`src/rtl/regfile_access_arbiter.sv`:
```
// Round-robin arbiter sharing one synchronous 8-entry register file between
// two requesters (m0, m1). One op is in flight at a time: writes are posted
// (no response), reads return both addressed values over a valid/ready channel.
//
// Ports:
//   clk, rst_n                 clock, asynchronous active-low reset
//   mX_req_valid/ready         request handshake (ready is combinational)
//   mX_req_we                  1 = write, 0 = read
//   mX_req_addr_a/addr_b       write addr or read addr A / read addr B
//   mX_req_wdata               write data
//   mX_rsp_valid/ready         read response handshake
//   mX_rsp_data_a/data_b       read data for addr_a / addr_b
//   rf_read_port_1/2           regfile read addresses
//   rf_write_port_1            regfile write address
//   rf_write_data              regfile write data
//   rf_write_enable            regfile write strobe
//   rf_read_data_1/2           registered regfile read data
//   busy                       high whenever an op is in flight
module regfile_access_arbiter #(
  parameter int unsigned ADDR_W = 3,
  parameter int unsigned DATA_W = 8
) (
  input  logic              clk,
  input  logic              rst_n,
  input  logic              m0_req_valid,
  output logic              m0_req_ready,
  input  logic              m0_req_we,
  input  logic [ADDR_W-1:0] m0_req_addr_a,
  input  logic [ADDR_W-1:0] m0_req_addr_b,
  input  logic [DATA_W-1:0] m0_req_wdata,
  output logic              m0_rsp_valid,
  input  logic              m0_rsp_ready,
  output logic [DATA_W-1:0] m0_rsp_data_a,
  output logic [DATA_W-1:0] m0_rsp_data_b,
  input  logic              m1_req_valid,
  output logic              m1_req_ready,
  input  logic              m1_req_we,
  input  logic [ADDR_W-1:0] m1_req_addr_a,
  input  logic [ADDR_W-1:0] m1_req_addr_b,
  input  logic [DATA_W-1:0] m1_req_wdata,
  output logic              m1_rsp_valid,
  input  logic              m1_rsp_ready,
  output logic [DATA_W-1:0] m1_rsp_data_a,
  output logic [DATA_W-1:0] m1_rsp_data_b,
  output logic [ADDR_W-1:0] rf_read_port_1,
  output logic [ADDR_W-1:0] rf_read_port_2,
  output logic [ADDR_W-1:0] rf_write_port_1,
  output logic [DATA_W-1:0] rf_write_data,
  output logic              rf_write_enable,
  input  logic [DATA_W-1:0] rf_read_data_1,
  input  logic [DATA_W-1:0] rf_read_data_2,
  output logic              busy
);

  typedef enum logic [1:0] {
    IDLE    = 2'd0,
    ISSUE   = 2'd1,
    CAPTURE = 2'd2,
    RESP    = 2'd3
  } state_t;

  state_t state;
  logic   rr;        // 0: m0 wins on contention, 1: m1 wins
  logic   owner;     // requester whose op is in flight
  logic   op_write;  // in-flight op is a write

  logic              any_valid;
  logic              grant;
  logic              sel_we;
  logic [ADDR_W-1:0] sel_addr_a;
  logic [ADDR_W-1:0] sel_addr_b;
  logic [DATA_W-1:0] sel_wdata;
  logic              owner_rsp_ready;

  // Grant selection: sole requester wins, otherwise the one not served last.
  always_comb begin
    any_valid = m0_req_valid | m1_req_valid;
    grant     = 1'b0;
    if (m0_req_valid && m1_req_valid) begin
      grant = rr;
    end else if (m1_req_valid) begin
      grant = 1'b1;
    end
  end

  assign m0_req_ready = (state == IDLE) && any_valid && !grant;
  assign m1_req_ready = (state == IDLE) && any_valid &&  grant;

  // Fields of the granted request.
  always_comb begin
    sel_we     = m0_req_we;
    sel_addr_a = m0_req_addr_a;
    sel_addr_b = m0_req_addr_b;
    sel_wdata  = m0_req_wdata;
    if (grant) begin
      sel_we     = m1_req_we;
      sel_addr_a = m1_req_addr_a;
      sel_addr_b = m1_req_addr_b;
      sel_wdata  = m1_req_wdata;
    end
  end

  assign owner_rsp_ready = owner ? m1_rsp_ready : m0_rsp_ready;

  // Sequencer: accept, drive the regfile, capture read data, hold response.
  always_ff @(posedge clk or negedge rst_n) begin
    if (!rst_n) begin
      state           <= IDLE;
      rr              <= 1'b0;
      owner           <= 1'b0;
      op_write        <= 1'b0;
      busy            <= 1'b0;
      rf_read_port_1  <= '0;
      rf_read_port_2  <= '0;
      rf_write_port_1 <= '0;
      rf_write_data   <= '0;
      rf_write_enable <= 1'b0;
      m0_rsp_valid    <= 1'b0;
      m0_rsp_data_a   <= '0;
      m0_rsp_data_b   <= '0;
      m1_rsp_valid    <= 1'b0;
      m1_rsp_data_a   <= '0;
      m1_rsp_data_b   <= '0;
    end else begin
      case (state)
        IDLE: begin
          if (any_valid) begin
            owner    <= grant;
            op_write <= sel_we;
            rr       <= ~grant;
            busy     <= 1'b1;
            state    <= ISSUE;
            if (sel_we) begin
              rf_write_port_1 <= sel_addr_a;
              rf_write_data   <= sel_wdata;
              rf_write_enable <= 1'b1;
            end else begin
              // Read ports only move on reads; they hold across writes.
              rf_read_port_1  <= sel_addr_a;
              rf_read_port_2  <= sel_addr_b;
              rf_write_enable <= 1'b0;
            end
          end
        end
        ISSUE: begin
          rf_write_enable <= 1'b0;
          if (op_write) begin
            busy  <= 1'b0;
            state <= IDLE;
          end else begin
            state <= CAPTURE;
          end
        end
        CAPTURE: begin
          if (owner) begin
            m1_rsp_data_a <= rf_read_data_1;
            m1_rsp_data_b <= rf_read_data_2;
            m1_rsp_valid  <= 1'b1;
          end else begin
            m0_rsp_data_a <= rf_read_data_1;
            m0_rsp_data_b <= rf_read_data_2;
            m0_rsp_valid  <= 1'b1;
          end
          state <= RESP;
        end
        RESP: begin
          if (owner_rsp_ready) begin
            m0_rsp_valid <= 1'b0;
            m1_rsp_valid <= 1'b0;
            busy         <= 1'b0;
            state        <= IDLE;
          end
        end
        default: begin
          busy  <= 1'b0;
          state <= IDLE;
        end
      endcase
    end
  end

endmodule

```
`config.mk`:
```
export PLATFORM = sky130hd
export DESIGN_NAME = regfile_access_arbiter
export DESIGN_NICKNAME = d
export VERILOG_FILES = /design/src/rtl/regfile_access_arbiter.sv
export SDC_FILE = /design/constraint.sdc
export NUM_CORES = 1
export LEC_CHECK = 0
export ABC_AREA = 1
export CAP_MARGIN = 30
export CORE_MARGIN = 2
export CORE_UTILIZATION = 43
export DETAILED_ROUTE_END_ITERATION = 10
export PLACE_DENSITY_LB_ADDON = 0.12
export SYNTH_ARGS = -nofsm -noshare
export SYNTH_HDL_FRONTEND = slang
export SYNTH_SLANG_ARGS = --single-unit
```
`constraint.sdc`:
```
create_clock -name clk -period 1.37 [get_ports clk]
set_input_delay 0.274 -clock clk [delete_from_list [all_inputs] [get_ports clk]]
set_output_delay 0.274 -clock clk [all_outputs]
set_load 0.02 [all_outputs]
```
==> results of run 1 <==
## area by class of cell
cell class | instances | area [um^2] | share of cell area, %
multi-input cells | 195 | 955 | 23.2
flip-flops and latches | 58 | 1450 | 35.3
repair buffers | 132 | 1260 | 30.5
inverters | 28 | 105 | 2.56
well taps | 75 | 93.8 | 2.28
clock buffers | 11 | 151 | 3.68
clock inverters | 5 | 100 | 2.43
## synth_stat cells, drive strengths merged
library cell    n  area, um^2
nand2         111         455
buf            14         100
nand3          35         188
o21ai          40         200
a31oi           1        6.26
or2             1        6.26
inv            28         105
o22ai           1        6.26
nor2            4        41.3
a21oi           2        10.0
dfrtp          58        1450
## what timing repair did
item	4_1_cts	5_1_grt
gates resized for setup	72	14
hold buffers	1	0
hold endpoints to repair	5	0
endpoints found under the setup margin	74	40
setup buffers	1	3
gates cloned	0	3
pin swaps	1	6
## routing by layer
metal | vias up | global-route usage [%] | wire length [um]
li1 | 1208 | - | -
met2 | 82 | 31.6 | 3090
met3 | 4 | 5.22 | 438
met5 | - | 0 | 0
met1 | 1117 | 25.2 | 2830
met4 | 0 | 8.64 | 43
## final timing paths
| check | startpoint | end | cells after the start |
|---|---|---|---|
| worst min register to register | rf_write_port_1[1] | rf_write_port_1[1] | 2 |
| worst max-delay path | flip-flop | m0_req_ready | 6 |
| min in group clk | rf_write_port_1[1] | rf_write_port_1[1] | 2 |
| worst min-delay path | rst_n | m0_rsp_data_b[1] | 2 |
| worst max register to register | flip-flop | rf_write_port_1[2] | 7 |
| max in group asynchronous | rst_n | op_write | 3 |
## through the flow
step | instance area (um^2) | hold slack [ns] | utilization [%] | setup slack (ns)
3_3_place_gp | 3780 | 0.141 | 64.6 | -0.699
3_5_place_dp | 3780 | 0.136 | 64.6 | -0.715
5_1_grt | 4110 | 0.342 | 70.3 | -0.197
6_report | 4110 | 0.326 | 70.3 | -0.136
4_1_cts | 3990 | 0.309 | 68.3 | -0.159
2_1_floorplan | 2570 | -0.0216 | - | 0.153
## flip-flops by register name (all words and copies together), names as in the netlist, named ones only
| signal | flops |
|---|---|
| m0_rsp_data_b | 8 |
| owner | 1 |
| m0_rsp_valid | 1 |
| m1_rsp_data_b | 8 |
| rf_read_port_2 | 3 |
| rf_write_port_1 | 3 |
| rf_read_port_1 | 3 |
| m1_rsp_valid | 1 |
| rr | 1 |
| state | 1 |
| busy | 1 |
| m0_rsp_data_a | 8 |
| op_write | 1 |
| rf_write_data | 8 |
| m1_rsp_data_a | 8 |
| rf_write_enable | 1 |
## worst register-to-register path: stages (launching register included)
cell                      delay (ns)
sky130_fd_sc_hd__dfrtp_1        0.40
sky130_fd_sc_hd__inv_2          0.08
sky130_fd_sc_hd__nand2_4        0.06
sky130_fd_sc_hd__nor2_8         0.14
sky130_fd_sc_hd__buf_4          0.26
sky130_fd_sc_hd__nand3_4        0.21
sky130_fd_sc_hd__nand2_1        0.11
sky130_fd_sc_hd__nand2_1        0.06
## logic make-up (layout without fill, tap and decap cells)
group                  after synthesis  in the layout
and+or+nand+nor                    151            151
DFF                                 58             58
AOI/OAI and AO/OA                   44             44
buffers and inverters               42            176
## power by group through the flow
| stage | Clock, mW | Sequential, mW | Combinational [mW] |
|---|---|---|---|
| after floorplan | 0 | 3.95 | 1.54 |
| after global placement | 0 | 3.00 | 4.65 |
| after detailed placement | 0 | 3.00 | 4.73 |
| after CTS | 1.99 | 2.96 | 4.26 |
| after global routing | 2.07 | 3.06 | 5.03 |
| final | 1.96 | 2.97 | 4.58 |
==> results.md, run 1 <==
- The worst hold path belongs to the class input port to async pin.
- The number of pins with negative max-slew slack in the final report is 0.
- In the routed layout, each cell is associated on average with a via count of between 4 and 5.
- The clock-pin slew reported for the worst setup and hold paths after clock tree synthesis is 0.07 ns.
- The floorplan has 28 rows.
- For this run, design rule violations remaining after detail routing come to 0.
- Measured against the total synthesized area, the mux share comes to 0%.
- Summed over all cells, the static leakage comes to roughly 2.2 nW.
- The internal power of the cells is approximately 5.8 mW.
- The final routed wire length divided by cell count is roughly 13 um.
- In this design, the stage delay of the slowest critical-path cell is ~0.4 ns.
- The global-route wire length before repair is between 9000 and 10000 um.
- In the layout the commonest cells are 100 x sky130_fd_sc_hd__nand2_1, 58 x sky130_fd_sc_hd__dfrtp_1, 54 x sky130_fd_sc_hd__dlygate4sd2_1.
- The worst-skew pair later-pin latency is approximately 0.33 ns.
- Synthesis instantiated 22 different standard cells from the library.
- In the finished design, the share of the clock period the worst path needs comes to 110%.
- The number of optimization iterations in the first detailed-route pass is 4.
- The global placement routability congestion is just under 0.8.
- The net switching power is roughly 3.7 mW.
- The power per standard cell area is ~2300 mW/mm^2.
- The relative area change from synthesis to final layout is 60.0%.
- The H-tree was split into 3 levels.
- The relative contribution of the clock network to total power is around a fifth.
- Data arrives at the worst endpoint at about 1.2 ns.
- The number of max-cap violations is 0.
- The CTS tree is built.
- The net count of the finished layout is 476.
- The horizontal die dimension is between 80 and 90 um.
- The total global routing overflow is 0.
- In this run the worst path has a maximum fanout of 4.
- The share of post-route cells with drive strength above 1 is between 15 and 20%.
- The vertical die dimension is approximately 80 um.
- The die covers 0.00661 mm^2.
- Yosys printed 0 warnings.
- The total routing resource utilization after global routing is about a fifth.
- In this design, the largest share of critical-path delay is due to flip-flops.
- The completed layout was analyzed and its total power is 9.51 mW.
- The final hold violation count is 0.
- Clock skew on the completed layout was measured at approximately 0.01 ns.
- The run finished, with violations left.
- For this run, the register share of the synthesized area comes to a little under three fifths.
- Synthesis produced a netlist with a net count of around 350.
- The final antenna diode count is 0.
- In this run, CTS created clock tree buffers numbering 9.
- The slowest stage of the critical path is the sky130_fd_sc_hd__dfrtp_1 cell.
- Setup slack on the critical path of the routed design comes to -0.136 ns.
- During placement, the flow inserted port buffers numbering around 110.
- The first-iteration detailed-routing DRC count is 107.
- The switching power as a share of total power is about two fifths.
- Clock tree synthesis found a total of 58 sinks.
- Measured against its own limit, the worst slew margin works out to a little over four fifths.
- The post-synthesis sequential element count is between 50 and 60.
- Setup repair after global routing could not meet its margin everywhere.
- The largest net degree at the start of global routing is 30.
- The routed layout has 2411 vias.
- The category of the worst setup path capture point is a primary output.
- The cell count after placement is 482.
- The synthesized netlist devotes 0% of its cell area to XOR and XNOR gates.
- The fraction of the mapped netlist area in adder cells is 0%.
- The number of filler cells placed in the layout is 481.
- The clock period minus final worst setup slack is ~1.5 ns.
- Of the total power, registers draw between 30% and 40%.
- Traced cell by cell, the critical path runs through inv_2 > nand2_4 > nor2_8 > nand2_2 > inv_2 > buf_6.
- roughly 110 I/O pins were placed.
- The post-synthesis share of cell area spent on and, or, nand and nor gates is 26.9%.
- The via count of the first global-routing pass is roughly 2200.
- In this run the remaining antenna-violating nets after routing total 0.
- Dividing the synthesized area by the synthesized cell count gives between 8 and 9 um^2.
- The checks that failed: setup timing.
- The total standard cell area after synthesis is between 0.002 and 0.003 mm^2.
- After routing, the total negative slack on setup checks comes to -0.774 ns.
- The synthesized netlist devotes around 8.7% of its cell area to compound gates.
- The maximum clock path buffer count is 2.
- Together, buffers and inverters on the worst path number 3.
- The number of antenna violations at the first check in global routing is 0.
- The main combinational cell family by area after synthesis is simple AND/OR/NAND/NOR gates.
- The relative contribution of combinational cells to total power is roughly half.
- The cell with the most instances on the worst path is sky130_fd_sc_hd__inv_2.
- The maximum clock frequency is around 660 MHz.
- The post-synthesis instance total is around 300.
- The slack of the worst reg-to-reg path is -0.06 ns.
- The start-to-end type of the worst setup path is flip-flop to primary output.
- The total detailed-routing wirelength is approximately 6400 um.
- Data on the critical path is required at its endpoint by between 1 and 1.5 ns.
- The placeable core region is between 0.005 and 0.006 mm^2.
- The total setup violations reported at the end of the flow is 19.
- The initial utilization of the core area, before any placement, comes to 43.9%.
- VDD sags by at most ~1100 uV.
- Detailed placement ended at an HPWL of between 4000 and 5000 um.
- The kind of start point of the critical path is a flip-flop.
- For the pin with the worst max-slew slack, the measured transition is around 0.24 ns.
- After the flow finishes, the layout carries non-filler instances totaling 504.
- CTS placed an instance of sky130_fd_sc_hd__clkbuf_8 at the clock tree root.
- The library cell used most frequently in the layout, excluding fill and tap cells, is sky130_fd_sc_hd__nand2_1.
(Power assumes the default switching activity.)
==> inputs of run 2 (changes only) <==
--- a/config.mk
+++ b/config.mk
@@ -8,7 +8,7 @@
 export ABC_AREA = 1
 export CAP_MARGIN = 30
 export CORE_MARGIN = 2
-export CORE_UTILIZATION = 43
+export CORE_UTILIZATION = 46
 export DETAILED_ROUTE_END_ITERATION = 10
 export PLACE_DENSITY_LB_ADDON = 0.12
 export SYNTH_ARGS = -nofsm -noshare
==> constraint.sdc (replaced) <==
create_clock -name clk -period 1.8 [get_ports clk]
set_input_delay 0.36 -clock clk [delete_from_list [all_inputs] [get_ports clk]]
set_output_delay 0.36 -clock clk [all_outputs]
set_load 0.02 [all_outputs]
==> run 2 against run 1 <==
  * The run now ends clean
  * Clock power shrank 24%
  * Design area down 4.1%
  * Worst setup slack better by 0.25 ns
  * Worst hold slack got worse by 0.31 ns
  * Via count is 4.8% lower
  * Largest cell class unchanged
  * Highest routed layer unchanged
==> results.md, run 2 (synthesis results as in run 1) <==
- The relative area change from synthesis to final layout was 53.4% (was 60.0%).
- The number of optimization iterations in the first detailed-route pass is 4 (unchanged).
- The start-to-end type of the worst setup path is flip-flop to primary output (unchanged).
- The starting utilization of the core area came to 47.3% (was 43.9%).
- The via density per instance is 4.73 (was 4.78).
- The relative contribution of the clock network to total power is 20.6% (about the same).
- RSZ-0062 raised after global routing: no (was yes).
- The number of antenna violations at the first check in global routing is 0 (unchanged).
- The clock period minus final worst setup slack is about 1.7 ns.
- The horizontal die dimension came to 78.7 um (was 81.3 um).
- The maximum vdd ir drop is 984 uV (was 1100 uV).
- The worst hold slack was 0.0166 ns (was 0.326 ns).
- The final antenna diode count is 0 (unchanged).
- The setup slack after layout came to 0.113 ns (was -0.136 ns).
- The critical path buffer and inverter count came to 1 (was 3).
- The global-route wire length before repair came to 9890 um (was 9900 um).
- The worst-skew pair later-pin latency was 0.33 ns (about the same).
- The number of rows created at floorplan is 27 (was 28).
- The maximum single-stage delay on the critical path is 0.62 ns (was 0.40 ns).
- The worst hold-check path type is input port to async pin (unchanged).
- Status: finished, final reports clean (was finished with violations).
- The cell count after placement is 469 (was 482).
- The hold buffer count at CTS came to 0 (was 1).
- The cell at the slowest stage of the critical path was sky130_fd_sc_hd__clkdlybuf4s50_1 (was sky130_fd_sc_hd__dfrtp_1).
- Leading cell types in the layout, fill and taps excluded: 103 x sky130_fd_sc_hd__nand2_1, 101 x sky130_fd_sc_hd__clkdlybuf4s50_1, 58 x sky130_fd_sc_hd__dfrtp_1 (was 100 x sky130_fd_sc_hd__nand2_1, 58 x sky130_fd_sc_hd__dfrtp_1, 54 x sky130_fd_sc_hd__dlygate4sd2_1).
- The vertical die dimension came to 78.7 um (was 81.3 um).
- The power per standard cell area was 1830 mW/mm^2 (was 2310 mW/mm^2).
- The largest net degree at the start of global routing is 59 (was 30).
- The final total negative setup slack was 0 ns (was -0.774 ns).
- The clock-pin slew reported for the worst setup and hold paths after clock tree synthesis is 0.07 ns (about the same).
- The CTS H-tree depth was 3 (unchanged).
- The via count of the first global-routing pass is 2239 (was 2166).
- The maximum clock path buffer count is 2 (unchanged).
- The final design utilization is 72.5% (was 70.3%).
- The worst setup skew after layout came to 0.00604 ns (was 0.00993 ns).
- The family with the most delay on the worst path is buffers and inverters (was flip-flops).
- The total detailed-routing wirelength is 5820 um (was 6410 um).
- The share of post-route cells with drive strength above 1 is 10.4% (was 15.6%).
- The worst-margin pin slew is 0.588 ns (was 0.241 ns).
- The worst relative slew slack is 60.7% (was 84.0%).
- The die outline area is 0.00620 mm^2 (was 0.00661 mm^2).
- The number of nets with antenna violations after routing is 0 (unchanged).
- Of the available clock period, the critical path in the final layout requires a little over nine tenths.
- The count of non-filler cells in the finished layout is 485 (was 504).
- The switching power as a share of total power came to 37.5% (was 39.3%).
- The leakage power was 1.96 nW (was 2.21 nW).
- The number of nets in the finished design is 460 (was 476).
- The placeable core region is 0.00544 mm^2 (was 0.00585 mm^2).
- The CTS tree is built (unchanged).
- The number of buffers created by CTS is 9 (unchanged).
- The worst setup slack before clock tree synthesis is -0.436 ns (was -0.715 ns).
- The net switching power is 2.70 mW (was 3.74 mW).
- The total setup violations reported at the end of the flow is 0 (was 19).
- The first-iteration detailed-routing DRC count is 101 (was 107).
- The DRC violation count after routing is 0 (unchanged).
- The global placement routability congestion is 0.829 (was 0.791).
- The worst endpoint data arrival time is 1.33 ns (was 1.23 ns).
- The number of buffer cells added on primary ports is 106 (unchanged).
- The final hold violation count is 0 (unchanged).
- The number of filler cells placed in the layout is 413 (was 481).
- The total of cells resized after clock tree synthesis was 8 (was 72).
- The final design area excluding fillers is 0.00394 mm^2 (was 0.00411 mm^2).
- The total I/O pin count is 107 (unchanged).
- The total clock sinks is 58 (unchanged).
- The detailed-route via count was 2296 (was 2411).
- The required arrival time at the worst endpoint is 1.44 ns (was 1.10 ns).
- The number of max-cap violations is 0 (unchanged).
- The total placed instance area is 0.00370 mm^2 (was 0.00378 mm^2).
- The sum of net half-perimeters after detailed placement is 4200 um (was 4510 um).
- The clock root buffer is sky130_fd_sc_hd__clkbuf_8 (unchanged).
- The final routed wire length divided by cell count is 12.0 um (was 12.7 um).
- The total global routing overflow is 0 (unchanged).
- The maximum clock frequency is between 500 and 600 MHz.
- The number of buffers inserted to repair setup after CTS is 0 (was 1).
- The most common library cell in the layout ignoring fill and taps was sky130_fd_sc_hd__nand2_1 (unchanged).
- The internal power of the cells is 4.50 mW (was 5.77 mW).
- Cells along the critical path: clkdlybuf4s50_1 (was inv_2 > nand2_4 > nor2_8 > nand2_2 > inv_2 > buf_6).
- The multi-input combinational cell area was 913 um^2 (was 955 um^2).
- The largest fanout on the critical path was 2 (was 4).
- The sequential group share of total power is 31.8% (was 31.2%).
- The kind of start point of the critical path is a flip-flop (unchanged).
- The number of pins with negative max-slew slack in the final report is 0 (unchanged).
- The overall power after layout is 7.20 mW (was 9.51 mW).
- The category of the worst setup path capture point is a primary output (unchanged).
- The relative contribution of combinational cells to total power is 47.7% (was 48.2%).
- The total routing resource utilization after global routing was 20.6% (was 19.8%).
- The sequential cell area in the final layout is 0.00145 mm^2 (unchanged).
## run 2: cell types whose count changed in the layout (fill, tap and decap cells not counted), moves of 2 or more
cell | previous run | this run
sky130_fd_sc_hd__buf_2 | 1 | 3
sky130_fd_sc_hd__buf_6 | 4 | 0
sky130_fd_sc_hd__dlygate4sd2_1 | 54 | 2
sky130_fd_sc_hd__clkbuf_16 | 2 | 0
sky130_fd_sc_hd__nand2_1 | 100 | 103
sky130_fd_sc_hd__nand2_4 | 5 | 1
sky130_fd_sc_hd__inv_2 | 5 | 1
sky130_fd_sc_hd__buf_4 | 19 | 9
sky130_fd_sc_hd__inv_1 | 23 | 27
sky130_fd_sc_hd__clkdlybuf4s50_1 | 48 | 101
## run 2: path summary, 6_finish.rpt
path                              startpoint                 to  slack [ns]  cells past startpoint
max                         rf_write_data[0]   rf_write_data[0]        0.11                      1
min                                    rst_n   m1_rsp_data_b[1]        0.02                      2
max reg2reg                        flip-flop  rf_read_port_1[0]        0.34                      7
min reg2reg                rf_read_port_2[0]  rf_read_port_2[0]        0.48                      2
max in group asynchronous              rst_n           state[0]        1.53                      2
min in group clk           rf_read_port_2[0]  rf_read_port_2[0]        0.48                      2
## run 2: power groups by stage
stage	Clock (mW)	Sequential (mW)	Combinational, mW
after floorplan	0	3.01	1.17
after global placement	0	2.29	3.41
after detailed placement	0	2.30	3.47
after CTS	1.51	2.29	3.48
after global routing	1.57	2.37	3.76
final	1.48	2.29	3.43
## run 2: final cells by class
type,count,share of cell area (%)
multi-input combinational,195,23.2
clock inverter,5,2.54
tap,72,2.28
timing repair buffer,116,28.7
sequential,58,36.8
clock buffer,11,3.84
inverter,28,2.67
## run 2: metal layers
| layer | GRT usage [%] | vias up | share of wire [%] |
|---|---|---|---|
| met5 | 0 | - | 0 |
| met4 | 8.42 | 0 | 1.5 |
| met3 | 6.02 | 9 | 7.3 |
| met2 | 33.9 | 84 | 46 |
| met1 | 25.4 | 1036 | 45 |
| li1 | - | 1167 | - |
==> inputs of run 3 (changes only) <==
--- a/config.mk
+++ b/config.mk
@@ -9,6 +9,7 @@
 export CAP_MARGIN = 30
 export CORE_MARGIN = 2
 export CORE_UTILIZATION = 46
+export CTS_CLUSTER_SIZE = 16
 export DETAILED_ROUTE_END_ITERATION = 10
 export PLACE_DENSITY_LB_ADDON = 0.12
 export SYNTH_ARGS = -nofsm -noshare
==> results of run 3 <==
Final layout, timing and power as in run 2 (identical DEF).
